`src/rtl/ps2_key_tracker_pkg.sv`:
```
// Shared definitions for the PS/2 key tracker: decoder states, scan-code
// constants and the key-index assignments used by the keymap.
package ps2_key_tracker_pkg;

    typedef enum logic [1:0] {
        ST_IDLE    = 2'd0,
        ST_BRK     = 2'd1,
        ST_EXT     = 2'd2,
        ST_EXT_BRK = 2'd3
    } ps2_state_e;

    localparam logic [7:0] CODE_BRK    = 8'hF0;
    localparam logic [7:0] CODE_EXT    = 8'hE0;
    localparam logic [7:0] CODE_BAT_OK = 8'hAA;
    localparam logic [7:0] CODE_ACK    = 8'hFA;
    localparam logic [7:0] CODE_RESEND = 8'hFE;
    localparam logic [7:0] CODE_ECHO   = 8'hEE;

    localparam int KEY_IDX_W = 6;

    localparam int KEY_Q     = 0;
    localparam int KEY_W     = 1;
    localparam int KEY_E     = 2;
    localparam int KEY_R     = 3;
    localparam int KEY_T     = 4;
    localparam int KEY_Y     = 5;
    localparam int KEY_U     = 6;
    localparam int KEY_I     = 7;
    localparam int KEY_O     = 8;
    localparam int KEY_P     = 9;
    localparam int KEY_A     = 10;
    localparam int KEY_S     = 11;
    localparam int KEY_D     = 12;
    localparam int KEY_F     = 13;
    localparam int KEY_G     = 14;
    localparam int KEY_H     = 15;
    localparam int KEY_J     = 16;
    localparam int KEY_K     = 17;
    localparam int KEY_L     = 18;
    localparam int KEY_Z     = 19;
    localparam int KEY_X     = 20;
    localparam int KEY_C     = 21;
    localparam int KEY_V     = 22;
    localparam int KEY_SPACE = 23;
    localparam int KEY_ENTER = 24;
    localparam int KEY_UP    = 25;
    localparam int KEY_DOWN  = 26;
    localparam int KEY_LEFT  = 27;
    localparam int KEY_RIGHT = 28;

    // Controller/keyboard status bytes that never start a key code.
    function automatic logic is_ignored_code(input logic [7:0] code);
        return (code == CODE_BAT_OK) || (code == CODE_ACK) ||
               (code == CODE_RESEND) || (code == CODE_ECHO);
    endfunction

endpackage

```
`src/rtl/ps2_keymap.sv`:
```
// Combinational scan-code lookup: 9-bit {ext, code} to tracked-key index.
module ps2_keymap
    import ps2_key_tracker_pkg::*;
(
    input  logic [8:0]           scan,
    output logic [KEY_IDX_W-1:0] idx,
    output logic                 hit
);

    always_comb begin
        // NOTE: every output gets a default before the case so no latch is inferred.
        idx = '0;
        hit = 1'b1;
        case (scan)
            9'h015:  idx = KEY_IDX_W'(KEY_Q);
            9'h01D:  idx = KEY_IDX_W'(KEY_W);
            9'h024:  idx = KEY_IDX_W'(KEY_E);
            9'h02D:  idx = KEY_IDX_W'(KEY_R);
            9'h02C:  idx = KEY_IDX_W'(KEY_T);
            9'h035:  idx = KEY_IDX_W'(KEY_Y);
            9'h03C:  idx = KEY_IDX_W'(KEY_U);
            9'h043:  idx = KEY_IDX_W'(KEY_I);
            9'h044:  idx = KEY_IDX_W'(KEY_O);
            9'h04D:  idx = KEY_IDX_W'(KEY_P);
            9'h01C:  idx = KEY_IDX_W'(KEY_A);
            9'h01B:  idx = KEY_IDX_W'(KEY_S);
            9'h023:  idx = KEY_IDX_W'(KEY_D);
            9'h02B:  idx = KEY_IDX_W'(KEY_F);
            9'h034:  idx = KEY_IDX_W'(KEY_G);
            9'h033:  idx = KEY_IDX_W'(KEY_H);
            9'h03B:  idx = KEY_IDX_W'(KEY_J);
            9'h042:  idx = KEY_IDX_W'(KEY_K);
            9'h04B:  idx = KEY_IDX_W'(KEY_L);
            9'h01A:  idx = KEY_IDX_W'(KEY_Z);
            9'h022:  idx = KEY_IDX_W'(KEY_X);
            9'h021:  idx = KEY_IDX_W'(KEY_C);
            9'h02A:  idx = KEY_IDX_W'(KEY_V);
            9'h029:  idx = KEY_IDX_W'(KEY_SPACE);
            9'h05A:  idx = KEY_IDX_W'(KEY_ENTER);
            9'h175:  idx = KEY_IDX_W'(KEY_UP);
            9'h172:  idx = KEY_IDX_W'(KEY_DOWN);
            9'h16B:  idx = KEY_IDX_W'(KEY_LEFT);
            9'h174:  idx = KEY_IDX_W'(KEY_RIGHT);
            default: hit = 1'b0;
        endcase
    end

endmodule

```
`src/rtl/ps2_key_tracker.sv`:
```
// Decodes PS/2 set-2 scan codes into per-key held levels and queues
// make/break events in a first-word fall-through FIFO.
module ps2_key_tracker
    import ps2_key_tracker_pkg::*;
#(
    parameter  int NUM_KEYS      = 29,
    parameter  int FIFO_DEPTH    = 8,
    parameter  int REPORT_REPEAT = 0,
    localparam int KEY_W         = (NUM_KEYS > 1) ? $clog2(NUM_KEYS) : 1
) (
    input  logic                CLOCK_50,
    input  logic                resetn,
    input  logic [7:0]          rx_data,
    input  logic                rx_valid,
    input  logic                clear_all,
    output logic [NUM_KEYS-1:0] key_state,
    output logic                any_key_down,
    output logic                evt_valid,
    input  logic                evt_ready,
    output logic [KEY_W-1:0]    evt_key,
    output logic                evt_pressed,
    output logic                evt_overflow
);

    localparam int PTR_W = $clog2(FIFO_DEPTH);

    ps2_state_e           state_q, state_d;
    logic                 code_done, is_break, is_ext;
    logic [KEY_IDX_W-1:0] map_idx;
    logic                 map_hit, key_hit;
    logic [KEY_W-1:0]     key_idx;
    logic [NUM_KEYS-1:0]  key_state_q, key_state_d;
    logic                 any_down_q, any_down_d;
    logic                 push, push_pressed, push_ok, pop;
    logic                 fifo_empty, fifo_full;
    logic [PTR_W:0]       wr_q, wr_d, rd_q, rd_d;
    logic                 ovf_q, ovf_d;
    logic [KEY_W:0]       mem_q [FIFO_DEPTH];
    logic [KEY_W:0]       head;

    assign is_break = (state_q == ST_BRK) || (state_q == ST_EXT_BRK);
    assign is_ext   = (state_q == ST_EXT) || (state_q == ST_EXT_BRK);

    always_comb begin
        state_d   = state_q;
        code_done = 1'b0;
        if (rx_valid) begin
            unique case (state_q)
                ST_IDLE: begin
                    if (rx_data == CODE_BRK)      state_d = ST_BRK;
                    else if (rx_data == CODE_EXT) state_d = ST_EXT;
                    else if (!is_ignored_code(rx_data)) code_done = 1'b1;
                end
                ST_EXT: begin
                    if (rx_data == CODE_BRK) state_d = ST_EXT_BRK;
                    else begin
                        code_done = 1'b1;
                        state_d   = ST_IDLE;
                    end
                end
                default: begin
                    code_done = 1'b1;
                    state_d   = ST_IDLE;
                end
            endcase
        end
        if (clear_all) begin
            state_d   = ST_IDLE;
            code_done = 1'b0;
        end
    end

    ps2_keymap u_keymap (
        .scan ({is_ext, rx_data}),
        .idx  (map_idx),
        .hit  (map_hit)
    );

    // Table entries beyond NUM_KEYS behave as unmapped codes.
    assign key_hit = code_done && map_hit && (int'(map_idx) < NUM_KEYS);
    assign key_idx = map_idx[KEY_W-1:0];

    always_comb begin
        key_state_d  = key_state_q;
        push         = 1'b0;
        push_pressed = 1'b0;
        if (clear_all) begin
            key_state_d = '0;
        end else if (key_hit) begin
            if (!is_break) begin
                push                 = !key_state_q[key_idx] || (REPORT_REPEAT != 0);
                push_pressed         = 1'b1;
                key_state_d[key_idx] = 1'b1;
            end else begin
                push                 = key_state_q[key_idx];
                key_state_d[key_idx] = 1'b0;
            end
        end
        any_down_d = |key_state_d;
    end

    // The extra pointer MSB separates full from empty when the low bits match.
    assign fifo_empty = (wr_q == rd_q);
    assign fifo_full  = (wr_q[PTR_W] != rd_q[PTR_W]) &&
                        (wr_q[PTR_W-1:0] == rd_q[PTR_W-1:0]);
    assign pop        = !fifo_empty && evt_ready;
    assign push_ok    = push && (!fifo_full || pop);

    always_comb begin
        wr_d  = wr_q + {{PTR_W{1'b0}}, push_ok};
        rd_d  = rd_q + {{PTR_W{1'b0}}, pop};
        ovf_d = ovf_q || (push && fifo_full && !pop);
    end

    always_ff @(posedge CLOCK_50 or negedge resetn) begin
        // NOTE: state registers use non-blocking assignments so every flop samples pre-edge values.
        if (!resetn) begin
            state_q     <= ST_IDLE;
            key_state_q <= '0;
            any_down_q  <= 1'b0;
            wr_q        <= '0;
            rd_q        <= '0;
            ovf_q       <= 1'b0;
        end else begin
            state_q     <= state_d;
            key_state_q <= key_state_d;
            any_down_q  <= any_down_d;
            wr_q        <= wr_d;
            rd_q        <= rd_d;
            ovf_q       <= ovf_d;
        end
    end

    // NOTE: FIFO storage has no reset; the outputs are masked while empty instead.
    always_ff @(posedge CLOCK_50) begin
        if (push_ok) mem_q[wr_q[PTR_W-1:0]] <= {key_idx, push_pressed};
    end

    assign head         = mem_q[rd_q[PTR_W-1:0]];
    assign evt_valid    = !fifo_empty;
    assign evt_key      = evt_valid ? head[KEY_W:1] : '0;
    assign evt_pressed  = evt_valid && head[0];
    assign evt_overflow = ovf_q;
    assign key_state    = key_state_q;
    assign any_key_down = any_down_q;

endmodule

```
`config.mk`:
```
export PLATFORM = sky130hd
export DESIGN_NAME = ps2_key_tracker
export DESIGN_NICKNAME = d
export VERILOG_FILES = /design/src/rtl/ps2_key_tracker_pkg.sv /design/src/rtl/ps2_keymap.sv /design/src/rtl/ps2_key_tracker.sv
export SDC_FILE = /design/constraint.sdc
export NUM_CORES = 1
export LEC_CHECK = 0
export CAP_MARGIN = 20
export CORE_AREA = 2 2 127 154
export DETAILED_ROUTE_END_ITERATION = 10
export DIE_AREA = 0 0 129 156
export RECOVER_POWER = 100
export SLEW_MARGIN = 30
export SYNTH_ARGS = -nofsm -noshare
export SYNTH_HDL_FRONTEND = slang
export SYNTH_SLANG_ARGS = --single-unit
```
`constraint.sdc`:
```
create_clock -name CLOCK_50 -period 5.3 [get_ports CLOCK_50]
set_input_delay 0.795 -clock CLOCK_50 [delete_from_list [all_inputs] [get_ports CLOCK_50]]
set_output_delay 0.795 -clock CLOCK_50 [all_outputs]
set_load 0.005 [all_outputs]
```
Yosys cells after proc, flatten, opt, wreduce, memory -nomap -nowiden
Memory sizes are Yosys's and may differ from the RTL's.
Cells that the tools add are included.

word-level totals
  flip-flop bits (word level) = 41
  RAM bits = 48
  output and inout port bits = 38
  memories kept = 1

operators by class
  $add $sub $neg = 2
  $lt $le $gt $ge = 3
  equality and inequality tests = 42
  muxes and demuxes = 31
  bitwise gates (word level) = 3
  reductions and logical operators = 25

memory list
  name   words  width  read ports  clocked after Yosys merged registers in  write ports  RTL line               source
  mem_q  8      6      1           0                                        1            ps2_key_tracker.sv:38  logic [KEY_W:0] mem_q [FIFO_DEPTH];

operator list
  kind                  count
  $pmux W5 S28          1
  $eq A9 B6 Y1 const B  14
  $mux W29              3
  $reduce_or A29 Y1     2
  $eq A9 B7 Y1 const B  6
  $eq A8 B8 Y1 const B  6
  $eq A9 B5 Y1 const B  5
  $eq A9 B9 Y1 const B  4
  $and A29 B29 Y29      1
  $not A29 Y29          1
  $or A29 B29 Y29       1
  $mux W1               17
  $mux W2               5
  $logic_and A1 B1 Y1   9
  $add A4 B1 Y4         2
  $logic_or A1 B1 Y1    7
  $lt A5 B6 Y1 const B  1
  $lt A6 B5 Y1 const B  1
  $bmux W1 S5           1
  $demux W1 S5          1
  $ge A5 B1 Y1 const B  1
  $mux W5               1
  $eq A2 B2 Y1 const B  2
  $eq A4 B4 Y1          1
  10 further kinds      13

Longest topological paths before layout
  depth in word-level cells = 17
  depth in mapped cells = 17

Hierarchy
Synthesis repeated with hierarchy kept, for this count alone.

second synthesis, totals
  cells, all modules = 468
  area total of the unflattened synthesis = 5163.7 µm²

modules (own cells, without submodules)
  module           times used  cells each  area each (µm²)  sequential area each (µm²)
  ps2_key_tracker  1           367         4544.4           2467.4
  ps2_keymap       1           101         619.3            0.0

Least setup slack after synthesis
Ideal clock, no wire load.

  path type = input-to-reg
  start = input rx_data[1]
  end = memory mem_q[1][0] in the netlist's numbering, enable pin
  setup time = 388 ps
  arrival = 4007 ps
  data required time = 4912 ps
  path slack = 905 ps
  stages = 13
  buffers on the path = 3
  cell sequence = buf_2 nor2b_1 and2_0 a21o_1 or3_1 buf_4 nor2_2 buf_2 nand2_1 a32o_1 nor4b_1 a21oi_1 nor4b_1

between the ends
  longest elaborated chain between the ends = 17

RTL lines
  item                                                                   RTL line                source
  start: declaration                                                     ps2_key_tracker.sv:13   input logic [7:0] rx_data,
  parallel branches: the longest is 12 deep, another holds $pmux W5 S28  n/a
  $mux W1 (*)                                                            ps2_key_tracker.sv:89   end else if (key_hit) begin
  $mux W1 (*)                                                            ps2_key_tracker.sv:87   if (clear_all) begin
  $logic_and A1 B1 Y1 (*)                                                ps2_key_tracker.sv:107  assign push_ok = push && (!fifo_full || pop);
  $mux W1 (*)                                                            ps2_key_tracker.sv:136  if (push_ok) mem_q[wr_q[PTR_W-1:0]] <= {key_idx, push_pressed};
  $mux W1 (implied by the code) (*)                                      ps2_key_tracker.sv:136
  end: declaration                                                       ps2_key_tracker.sv:38

Every way passes the cells marked *. The select of a mux whose other input is x is not followed.

Worst setup path in the final report
  start = input rx_data[0]
  end = memory mem_q[0][4] in the netlist's numbering, enable pin

The elaborated chain is that of the path after synthesis.

==> run metrics <==
result of the run finished, violations left; violations in the final reports max-capacitance violations, max-slew violations; wire length of the first global-routing pass 24.1 mm; beginning of the worst hold path evt_overflow; share of total power consumed by net switching 0.278; power density cells 296 nW/µm²; total number of H-tree levels 3; nets@finish 562; number of cells traversed by the worst hold path 2; Static Leakage 2.46 nW; sum of routed wire length over all layers 15.7 mm; compound-cell area share of the yosys netlist 0.123; RSZ-0062 raised after global routing no; Antenna Nets Post-Route 0; flop-to-flop setup slack 930 ps; launch point of the worst reg-to-reg path state_q[1]; hold crit path type reg -> reg; Hold Fails Final Rpt 0; sw power 0.522 mW; vias in the first global route 4167; Final setup viols 0; post-CTS setup buffers 0; sum of overflow across all layers after global routing 0; max-capacitance violation count 1; Avg Synthesized Cell Area 10.9 µm²; initial core utilization 0.275; TritonCTS clock tree yes; most used flip-flop cell after synthesis sky130_fd_sc_hd__edfxtp_1; buffers from clock root to sink, at most 2; hold_buf cts 0; warning count from the yosys run 0; ys async rst share 0.461; sequential-to-total area share from yosys stat 0.480; largest net degree at the start of global routing 42; vertical extent of the die 156 µm; headroom to the max-slew limit -0.585; clock sink total 89; number of distinct library cells after synthesis 74; dpl ws 113 ps; setup total negative slack 0 ps; clock latency on the worst-skew pair 340 ps; IO Pins 51; clock-pin slew on the worst setup and hold paths 60 ps; Syn Std Cell Area 5140 µm²; type of element capturing the critical path register; fraction of layout instances using a drive strength above 1 0.140; Seq pwr share 0.451; total CTS buffers 9; Worst R2R Path Depth 14; post-CTS resize count 0; least setup slack across all paths after layout 258 ps; quantity of I/O buffers inserted on ports 50; P_int 1.36 mW; Routability Congestion 0.922; slew at the pin closest to its max-slew limit 2380 ps; cell chosen for the clock root sky130_fd_sc_hd__clkbuf_16; Die Outline Area 20100 µm²; floorplan die width 129 µm; hold-critical path endpoint evt_overflow; First-pass DRT Iterations 6; adder and majority cell fraction of the synthesized area 0.00974; Highest Clock Rate 198 MHz; per-cell via count in the routed design 5.28; post-synthesis mux area share 0.102; post-DR wirelength/cell 19.4 µm; post-synthesis xor/xnor area fraction 0.0170; antenna diode count 0; post-synthesis sequential element count 89; count of filler cells inserted in the layout 1885; Detailed Place HPWL 12.1 mm; final critical delay including setup and external delays 5040 ps; Peak VDD IR 0.148 mV; number of violations reported at the end of detailed-routing iteration 0 421; nature of the critical path startpoint input pin; main combinational cell family by area after synthesis simple AND/OR/NAND/NOR gates; all-layer global routing usage 0.159; total vias in the final route 4253; number of nets in the synthesized netlist 488; Critical Path RT 5340 ps; antenna violations before repair 0; highest net fanout along the worst path 12; drc violations 0; Slew Limit Fails 42; Post-Synthesis Cells 471; endpoint of the worst-slack reg-to-reg timing path mem_q[0][4]; part of the total power dissipated in the clock network 0.333; Post-Route Skew 6.12 ps; synthesized-area fraction occupied by and/or/nand/nor cells 0.231; Comb pwr share 0.216; area growth from synthesis to final layout 23.6%; Core Box Area 18600 µm²; type of the worst setup path in -> reg; number of synthesized flops with an enable pin 48; num rows 55; share of the cycle needed by the critical path after routing 0.951; Arrival @ worst endpoint 5080 ps
-- metal layers --
metal,part of all wire,GRT usage,routed length [µm],up-vias
met5,0,0,0,-
met4,0.031,0.0647,486,0
met3,0.049,0.0274,774,28
met2,0.52,0.282,8210,167
met1,0.39,0.188,6180,2107
li1,-,-,-,1951
-- power by group through the flow --
stage / sequential, mW / clock, mW / combinational (mW)
after floorplan: 0.790 / 0 / 0.313
after global placement: 0.862 / 0 / 0.422
after detailed placement: 0.865 / 0 / 0.433
after CTS: 0.851 / 0.638 / 0.434
final: 0.847 / 0.626 / 0.405
after global routing: 0.859 / 0.660 / 0.442
-- state kept, by name (all words and copies together) (netlist names) --
| register | count |
|---|---|
| mem_q | 48 |
| state_q | 2 |
| evt_overflow | 1 |
| rd_q | 4 |
| key_state | 29 |
| wr_q | 4 |
| any_key_down | 1 |
-- per-stage QoR --
stage / total power, mW / util / cell area [µm²] / hold WS (ps) / std cells
detailed placement: 1.30 / 0.330 / 6150 / 484 / 790
CTS: 1.92 / 0.346 / 6440 / 494 / 806
global placement: 1.28 / 0.330 / 6150 / 480 / 790
floorplan: 1.10 / - / 5140 / 454 / 471
finish: 1.88 / 0.341 / 6350 / 487 / 806
global route: 1.96 / 0.341 / 6350 / 501 / 806
-- layout make-up --
type / count / area, µm² / area share
Timing Repair Buffer: 95 / 786 / 0.124
Tap cell: 256 / 320 / 0.0504
Clock buffer: 9 / 225 / 0.0355
Clock inverter: 7 / 70.1 / 0.0110
Sequential cell: 89 / 2470 / 0.388
Multi-Input combinational cell: 340 / 2440 / 0.385
Inverter: 10 / 38.8 / 0.00611
-- cells in the final DEF (no fill, tap or decap), types with 5 or more instances in the layout --
| cell | count |
|---|---|
| sky130_fd_sc_hd__edfxtp_1 | 48 |
| sky130_fd_sc_hd__nand2_1 | 42 |
| sky130_fd_sc_hd__dfrtp_1 | 41 |
| sky130_fd_sc_hd__dlygate4sd3_1 | 38 |
| sky130_fd_sc_hd__nor2_1 | 28 |
| sky130_fd_sc_hd__nand3_1 | 27 |
| sky130_fd_sc_hd__buf_4 | 25 |
| sky130_fd_sc_hd__mux2i_1 | 23 |
| sky130_fd_sc_hd__o21ai_0 | 17 |
| sky130_fd_sc_hd__a21oi_1 | 15 |
| sky130_fd_sc_hd__nor3_1 | 14 |
| sky130_fd_sc_hd__nor4_1 | 12 |
| sky130_fd_sc_hd__mux4_2 | 12 |
| sky130_fd_sc_hd__clkbuf_1 | 12 |
| sky130_fd_sc_hd__nor2b_1 | 11 |
| sky130_fd_sc_hd__or3_1 | 11 |
| sky130_fd_sc_hd__clkdlybuf4s50_1 | 11 |
| sky130_fd_sc_hd__clkbuf_16 | 9 |
| sky130_fd_sc_hd__nand2b_1 | 7 |
| sky130_fd_sc_hd__xnor2_1 | 7 |
| sky130_fd_sc_hd__or4_1 | 7 |
| sky130_fd_sc_hd__inv_1 | 7 |
| sky130_fd_sc_hd__nor4b_1 | 7 |
| sky130_fd_sc_hd__clkbuf_2 | 7 |
| sky130_fd_sc_hd__a31oi_1 | 6 |
| sky130_fd_sc_hd__nand3b_1 | 5 |
| sky130_fd_sc_hd__nor3b_1 | 5 |
| sky130_fd_sc_hd__o211ai_1 | 5 |
-- cell usage after synthesis (5+ instances only) --
library cell,number,area (µm²)
sky130_fd_sc_hd__mux2i_1,23,230
sky130_fd_sc_hd__edfxtp_1,48,1440
sky130_fd_sc_hd__nor3_1,13,65.1
sky130_fd_sc_hd__or4_1,7,52.6
sky130_fd_sc_hd__buf_2,13,65.1
sky130_fd_sc_hd__clkbuf_1,14,52.6
sky130_fd_sc_hd__a21oi_1,15,75.1
sky130_fd_sc_hd__nor2b_1,11,68.8
sky130_fd_sc_hd__nand2_1,42,158
sky130_fd_sc_hd__nor4b_1,7,61.3
sky130_fd_sc_hd__nand3_1,25,125
sky130_fd_sc_hd__inv_1,7,26.3
sky130_fd_sc_hd__mux4_2,12,270
sky130_fd_sc_hd__nor2_1,27,101
sky130_fd_sc_hd__nand2b_1,7,43.8
sky130_fd_sc_hd__dfrtp_1,41,1030
sky130_fd_sc_hd__xnor2_1,7,61.3
sky130_fd_sc_hd__nand3b_1,5,37.5
sky130_fd_sc_hd__or3_1,11,68.8
sky130_fd_sc_hd__a31oi_1,6,37.5
sky130_fd_sc_hd__nor4_1,12,75.1
sky130_fd_sc_hd__o21ai_0,16,80.1
-- worst max path at each step --
stage / startpoint / endpoint / slack, ps / cells after the start
floorplan: rx_data[1] / mem_q[1][0] / 900 / 13
global placement: rx_data[1] / mem_q[0][3] / 70 / 16
detailed placement: rx_data[7] / mem_q[0][4] / 110 / 14
CTS: rx_data[0] / mem_q[0][4] / 480 / 15
global route: rx_data[0] / mem_q[0][4] / 70 / 16
finish: rx_data[0] / mem_q[0][4] / 260 / 16
-- cells by family (layout without fill, tap and decap cells) --
group,count (synthesis),count (layout)
AOI/OAI and AO/OA,86,86
xor gates and xnor gates,10,10
adders and majority gates,4,4
buffers and inverters,42,121
DFF,89,89
muxes,37,37
and+or+nand+nor,203,203
-- worst max-delay path, cell delays in order --
cell and delay [ps]:
sky130_fd_sc_hd__clkdlybuf4s50_1 710, sky130_fd_sc_hd__clkbuf_1 300, sky130_fd_sc_hd__nor4b_1 130, sky130_fd_sc_hd__nand3_1 170, sky130_fd_sc_hd__o221ai_1 180, sky130_fd_sc_hd__or2_2 330, sky130_fd_sc_hd__nor2_1 280, sky130_fd_sc_hd__clkbuf_1 340
sky130_fd_sc_hd__nand2_1 100, sky130_fd_sc_hd__a32o_1 260, sky130_fd_sc_hd__nor4b_1 420, sky130_fd_sc_hd__buf_4 200, sky130_fd_sc_hd__a21oi_1 80, sky130_fd_sc_hd__buf_4 180, sky130_fd_sc_hd__nor4_1 320, sky130_fd_sc_hd__clkbuf_2 280
Power figures use the tool's default switching activity.
